--- config.mk ---
export PLATFORM = sky130hd
export DESIGN_NAME = dmem_port_arbiter
export DESIGN_NICKNAME = d
export VERILOG_FILES = /design/src/rtl/dmem_arb_pkg.sv /design/src/rtl/dmem_rr_pick.sv /design/src/rtl/dmem_port_arbiter.sv
export SDC_FILE = /design/constraint.sdc
export NUM_CORES = 1
export LEC_CHECK = 0
export BUFFER_PORTS_ARGS = -buffer_cell sky130_fd_sc_hd__buf_4
export CORE_AREA = 4 4 128 130
export CTS_BUF_LIST = sky130_fd_sc_hd__clkbuf_8 sky130_fd_sc_hd__clkbuf_16
export CTS_CLUSTER_DIAMETER = 60
export CTS_CLUSTER_SIZE = 12
export DETAILED_ROUTE_END_ITERATION = 16
export DIE_AREA = 0 0 132 134
export PLACE_DENSITY = 0.62
export SLEW_MARGIN = 25
export SYNTH_ARGS = -nofsm -noshare
export SYNTH_HDL_FRONTEND = slang
export SYNTH_SLANG_ARGS = --single-unit
--- constraint.sdc ---
create_clock -name clk -period 2.6 [get_ports clk]
set_input_delay 0.13 -clock clk [delete_from_list [all_inputs] [get_ports clk]]
set_output_delay 0.13 -clock clk [all_outputs]
set_load 0.01 [all_outputs]
--- src/rtl/dmem_arb_pkg.sv ---
// rtl/dmem_arb_pkg.sv - shared ids, state type and defaults for the data-memory arbiter
package dmem_arb_pkg;

    localparam logic MASTER_CPU    = 1'b0;
    localparam logic MASTER_DBG    = 1'b1;
    localparam int   MAX_BURST_DEF = 16;

    typedef enum logic {
        ARB   = 1'b0,
        BURST = 1'b1
    } arb_state_e;

endpackage

--- src/rtl/dmem_rr_pick.sv ---
// rtl/dmem_rr_pick.sv - two-request round-robin picker with last-winner pointer
module dmem_rr_pick
    import dmem_arb_pkg::*;
(
    input  logic       clk,
    input  logic       reset,
    input  logic [1:0] i_req,
    input  logic       i_upd,
    input  logic       i_winner,
    output logic       o_valid,
    output logic       o_pick
);

    // id of the master granted most recently; the other one wins a tie
    logic r_last;

    always_comb begin
        o_valid = |i_req;
        o_pick  = MASTER_CPU;
        if (&i_req) begin
            o_pick = ~r_last;
        end else if (i_req[1]) begin
            o_pick = MASTER_DBG;
        end
    end

    always_ff @(posedge clk) begin
        if (reset) begin
            r_last <= MASTER_DBG;
        end else if (i_upd) begin
            r_last <= i_winner;
        end
    end

endmodule

--- src/rtl/dmem_port_arbiter.sv ---
// rtl/dmem_port_arbiter.sv - CPU/debug arbiter for the shared BRAM+MMIO data memory port
module dmem_port_arbiter
    import dmem_arb_pkg::*;
#(
    parameter int MAX_BURST = MAX_BURST_DEF
)
(
    input  logic        clk,
    input  logic        reset,
    input  logic        m0_req,
    input  logic        m0_we,
    input  logic [31:0] m0_addr,
    input  logic [31:0] m0_wdata,
    output logic        m0_gnt,
    output logic        m0_rsp,
    output logic [31:0] m0_rdata,
    input  logic        m1_req,
    input  logic        m1_we,
    input  logic [31:0] m1_addr,
    input  logic [31:0] m1_wdata,
    input  logic        m1_lock,
    output logic        m1_gnt,
    output logic        m1_rsp,
    output logic [31:0] m1_rdata,
    output logic        mem_we,
    output logic [31:0] mem_ask_addr,
    output logic [31:0] mem_fetch_addr,
    output logic [31:0] mem_wdata,
    input  logic [31:0] mem_rdata
);

    localparam logic [7:0] LP_MAX = 8'(MAX_BURST);

    arb_state_e  r_state;
    logic [7:0]  r_burst_cnt;
    logic        r_rsp_vld;
    logic        r_rsp_id;
    logic        r_rsp_we;
    logic [31:0] r_fetch_addr;

    logic w_rr_valid;
    logic w_rr_pick;
    logic w_burst_live;
    logic w_yield;
    logic w_any;
    logic w_win;
    logic w_rsp_live;

    dmem_rr_pick u_rr_pick (
        .clk      (clk),
        .reset    (reset),
        .i_req    ({m1_req, m0_req}),
        .i_upd    (w_any),
        .i_winner (w_win),
        .o_valid  (w_rr_valid),
        .o_pick   (w_rr_pick)
    );

    // a saturated burst yields exactly one slot to a waiting CPU
    always_comb begin
        w_burst_live = (r_state == BURST) && m1_req && m1_lock;
        w_yield      = w_burst_live && (r_burst_cnt >= LP_MAX) && m0_req;
        w_any        = 1'b0;
        w_win        = MASTER_CPU;
        if (!reset) begin
            if (w_yield) begin
                w_any = 1'b1;
                w_win = MASTER_CPU;
            end else if (w_burst_live) begin
                w_any = 1'b1;
                w_win = MASTER_DBG;
            end else begin
                w_any = w_rr_valid;
                w_win = w_rr_pick;
            end
        end
    end

    always_comb begin
        m0_gnt       = w_any && (w_win == MASTER_CPU);
        m1_gnt       = w_any && (w_win == MASTER_DBG);
        mem_we       = 1'b0;
        mem_ask_addr = 32'd0;
        mem_wdata    = 32'd0;
        if (m0_gnt) begin
            mem_we       = m0_we;
            mem_ask_addr = m0_addr;
            mem_wdata    = m0_wdata;
        end else if (m1_gnt) begin
            mem_we       = m1_we;
            mem_ask_addr = m1_addr;
            mem_wdata    = m1_wdata;
        end
    end

    // a response captured just before reset must not leak out during reset
    always_comb begin
        w_rsp_live     = r_rsp_vld && !reset;
        m0_rsp         = w_rsp_live && (r_rsp_id == MASTER_CPU);
        m1_rsp         = w_rsp_live && (r_rsp_id == MASTER_DBG);
        m0_rdata       = (m0_rsp && !r_rsp_we) ? mem_rdata : 32'd0;
        m1_rdata       = (m1_rsp && !r_rsp_we) ? mem_rdata : 32'd0;
        mem_fetch_addr = r_fetch_addr;
    end

    always_ff @(posedge clk) begin
        if (reset) begin
            r_state      <= ARB;
            r_burst_cnt  <= 8'd0;
            r_rsp_vld    <= 1'b0;
            r_rsp_id     <= MASTER_CPU;
            r_rsp_we     <= 1'b0;
            r_fetch_addr <= 32'd0;
        end else begin
            r_rsp_vld    <= w_any;
            r_rsp_id     <= w_win;
            r_rsp_we     <= mem_we;
            r_fetch_addr <= mem_ask_addr;
            if (m1_gnt && m1_lock) begin
                r_state <= BURST;
                if (r_state == ARB) begin
                    r_burst_cnt <= 8'd1;
                end else if (r_burst_cnt < LP_MAX) begin
                    r_burst_cnt <= r_burst_cnt + 8'd1;
                end
            end else begin
                r_state     <= ARB;
                r_burst_cnt <= 8'd0;
            end
        end
    end

endmodule
==> impl_metrics.py <==
metrics = {
    "synth": {
        "yosysUniqueCellTypes": 29,
        "synth.top_cell.area_share_pct": 29.39,
        "synth_simple_gate_area_share_pct": 23.54,
        "synth_async_sr_flop_share_pct": 0,
        "ys_top_cells_by_count": "mux2i_1 (98), inv_1 (69), nand2_1 (68)",
        "synth_top_flop_cell": "dfxtp_1",
        "synthMuxAreaShare_pct": 29.39,
        "synth_compound_area_share_pct": 2.736,
        "synth_fp_nets": 574,
        "ys_ff_latch": 45,
        "syn_area_mm2": 0.003338,
        "ys_seq_area_share_pct": 26.99,
        "synth_top_family_by_area": "multiplexers",
        "netlist_instances": 405,
        "synth.most_common_cell": "mux2i_1",
        "yosys.area.top_type": "mux2i_1",
        "synth_xor_area_share_pct": 0.7871,
        "synth.avg_cell_area_um2": 8.242,
        "ys_warn_count": 0,
        "synth-edff-count": 0,
        "yosys.area_share.adder_pct": 0.7496,
        "synthTopCellsByArea": "mux2i_1 (29%), dfxtp_1 (27%), and2_1 (13%)",
    },
    "grt": {
        "grt_pass1_wl_um": 20290,
        "grt_usage_pct": 14.58,
        "grt_remaining_overflow": 0,
        "grt_pass1_vias": 3787,
        "antenna_found_initial": 0,
        "grt_max_degree": 56,
    },
    "floorplanning": {
        "core_area_mm2": 0.01515,
        "die_width_um": 132,
        "ios": 332,
        "die_y_um": 134,
        "start_util_pct": 22.04,
        "rows": 45,
        "dieArea_mm2": 0.01769,
    },
    "clock_tree": {
        "clkSlewWorstSetupHoldPaths_ps": 60,
        "cts_buffers": 5,
        "cts-root-buf": "clkbuf_16",
        "cts-htree-levels": 2,
        "cts.sinks": 45,
        "clk_latency_ps": 290,
        "cts_buffer_depth": 2,
        "cts_setup_buffers": 0,
        "cts_resized": 0,
        "cts_tree": "built",
        "postCtsHoldBufs": 0,
    },
    "detailed_routing": {
        "vias": 3751,
        "avgViaCountPerCell": 4.099,
        "wirelength_um": 13940,
        "routedWlPerCell_um": 15.24,
        "drt_iter0_markers": 83,
        "post-route-drc-count": 0,
        "postRouteAntennaNets": 0,
        "drtPass1Iterations": 4,
    },
    "worst_setup_path": {
        "rrSetupSlack_ps": 620,
        "path_cells": "nand2_1 -> a31o_2 -> a31oi_4 -> buf_12 -> mux2i_1 -> buf_4",
        "startpoint_type": "flop",
        "path_delay_family": "compound AO/OA/AOI/OAI gates",
        "crit_slowest_cell": "dfxtp_1",
        "required_ps": 2470,
        "critPathArrivalTime_ps": 2260,
        "reg2regPathDepth": 5,
        "r2r_end": "mem_fetch_addr[24]$_SDFF_PP0_",
        "cp-startpoint": "r_state$_SDFF_PP0_",
        "r2r-start": "r_state$_SDFF_PP0_",
        "worst_path_largest_cell_delay_ps": 470,
        "critPathCaptureType": "primary output",
        "worstSetupPathType": "flop to primary output",
        "critical_path_buf_inv_count": 2,
        "critPathMaxFanout": 45,
    },
    "final_layout": {
        "fillers": 1631,
        "diodes": 0,
        "nets": 895,
        "area_growth_pct": 80.13,
        "design_area_mm2": 0.006013,
        "drive_gt1_share_pct": 48.14,
        "fin_util_pct": 39.70,
    },
    "job": {
        "cap_violations": 0,
    },
    "place": {
        "place.gp.congestion": 0.7434,
        "dpl_cell_area_mm2": 0.005874,
        "dp_hpwl_um": 11970,
        "io_buffers": 331,
    },
    "pwr": {
        "powerDensity_mw_per_mm2": 359.8,
        "power.total_mw": 2.163,
        "power.leakage_nw": 3.247,
        "ir_drop_mv": 0.1956,
    },
    "sta": {
        "worst_pin_slew_ps": 520.9,
        "drv_slew": 0,
        "setup_viol": 0,
        "report.final.hold_viol_count": 0,
        "rsz0062_at_grt": "false",
        "fin_skew_ps": 3.412,
        "fin_crit_ps": 2395,
        "fmax_mhz": 417.6,
        "tns_ps": 0,
        "max_slew_margin_pct": 65.28,
        "min_period_over_period_pct": 92.11,
    },
    "hold_path": {
        "hold_path.class": "input pin to flop",
        "whs_path_depth": 3,
        "hold_end": "mem_fetch_addr[12]$_SDFF_PP0_",
        "hold_start": "m1_addr[12]",
    },
    "status": {
        "outcome": "finished, final reports clean",
    },
}
worst max-delay path by stage:
| stage | to | slack (ps) | depth (start not counted) |
|---|---|---|---|
| detailed placement | mem_wdata[13] | 500 | 6 |
| global route | mem_wdata[13] | 60 | 6 |
| CTS | mem_wdata[13] | 170 | 6 |
| floorplan | mem_ask_addr[23] | 750 | 6 |
| global placement | mem_wdata[13] | 530 | 6 |
| finish | mem_wdata[13] | 210 | 6 |
logic make-up (layout without fill, tap and decap cells):
group / after synthesis / count (layout)
buffers and inverters: 93 / 415
and+or+nand+nor: 153 / 153
adders and majority gates: 2 / 2
DFF: 45 / 45
muxes: 98 / 98
AOI/OAI and AO/OA: 11 / 11
xor gates and xnor gates: 3 / 3
where the power goes:
part	switching (mW)	internal, mW
registers	0.0139	0.735
logic	0.344	0.441
clock network	0.279	0.350
total	0.637	1.53
worst min-delay path, cell delays in order:
cell,delay [ps]
buf_4,70
inv_1,40
mux2i_1,110
flip-flops by register name (all words and copies together) (netlist names):
| signal | count |
|---|---|
| r_burst_cnt | 8 |
| r_state | 1 |
| u_rr_pick.r_last | 1 |
| r_rsp_id | 1 |
| r_rsp_we | 1 |
| r_rsp_vld | 1 |
| mem_fetch_addr | 32 |
per-layer routing:
layer,vias up,track usage (%),share of wire (%)
li1,1903,-,-
met1,1628,14.28,34
met2,210,27.77,53
met3,10,6.602,12
met4,0,3.851,1.4
met5,-,0,0
placed cells by master (no fill, tap or decap):
master	count
ha_1	2
nor2_1	6
clkinv_2	2
nor2_4	1
nand2b_1	1
nor2b_1	2
nor3_1	2
buf_4	336
xor2_1	2
nor3b_1	1
a21boi_1	1
inv_1	70
a31oi_4	1
nand2_1	68
a31oi_1	1
nor4_4	1
buf_12	2
xnor2_1	1
a21oi_1	3
nand4_1	1
a211oi_1	1
or3_1	1
a31o_2	1
nor2_2	1
dfxtp_1	45
a311oi_1	1
mux2i_1	98
and2_1	67
clkbuf_16	5
o21bai_1	1
a41oi_1	1
and3b_1	1
through the flow:
stage | std cells | hold slack (ps) | worst slack [ps]
after CTS | 915 | 86.94 | 166.6
after detailed placement | 907 | 400.3 | 500.2
final | 915 | 99.62 | 205.2
after global routing | 915 | 101.8 | 57.38
after floorplan | 405 | 236.8 | 752.7
after global placement | 907 | 393.3 | 532.2
cell type report:
class / instances / area (um^2) / share of cell area, %
clock inverters: 3 / 13.76 / 0.2289
well taps: 188 / 235.2 / 3.912
clock buffers: 5 / 125.1 / 2.081
multi-input cells: 267 / 1917 / 31.88
inverters: 69 / 259.0 / 4.307
repair buffers: 338 / 2562 / 42.61
flip-flops and latches: 45 / 900.9 / 14.98
Power figures use the tool's default switching activity.
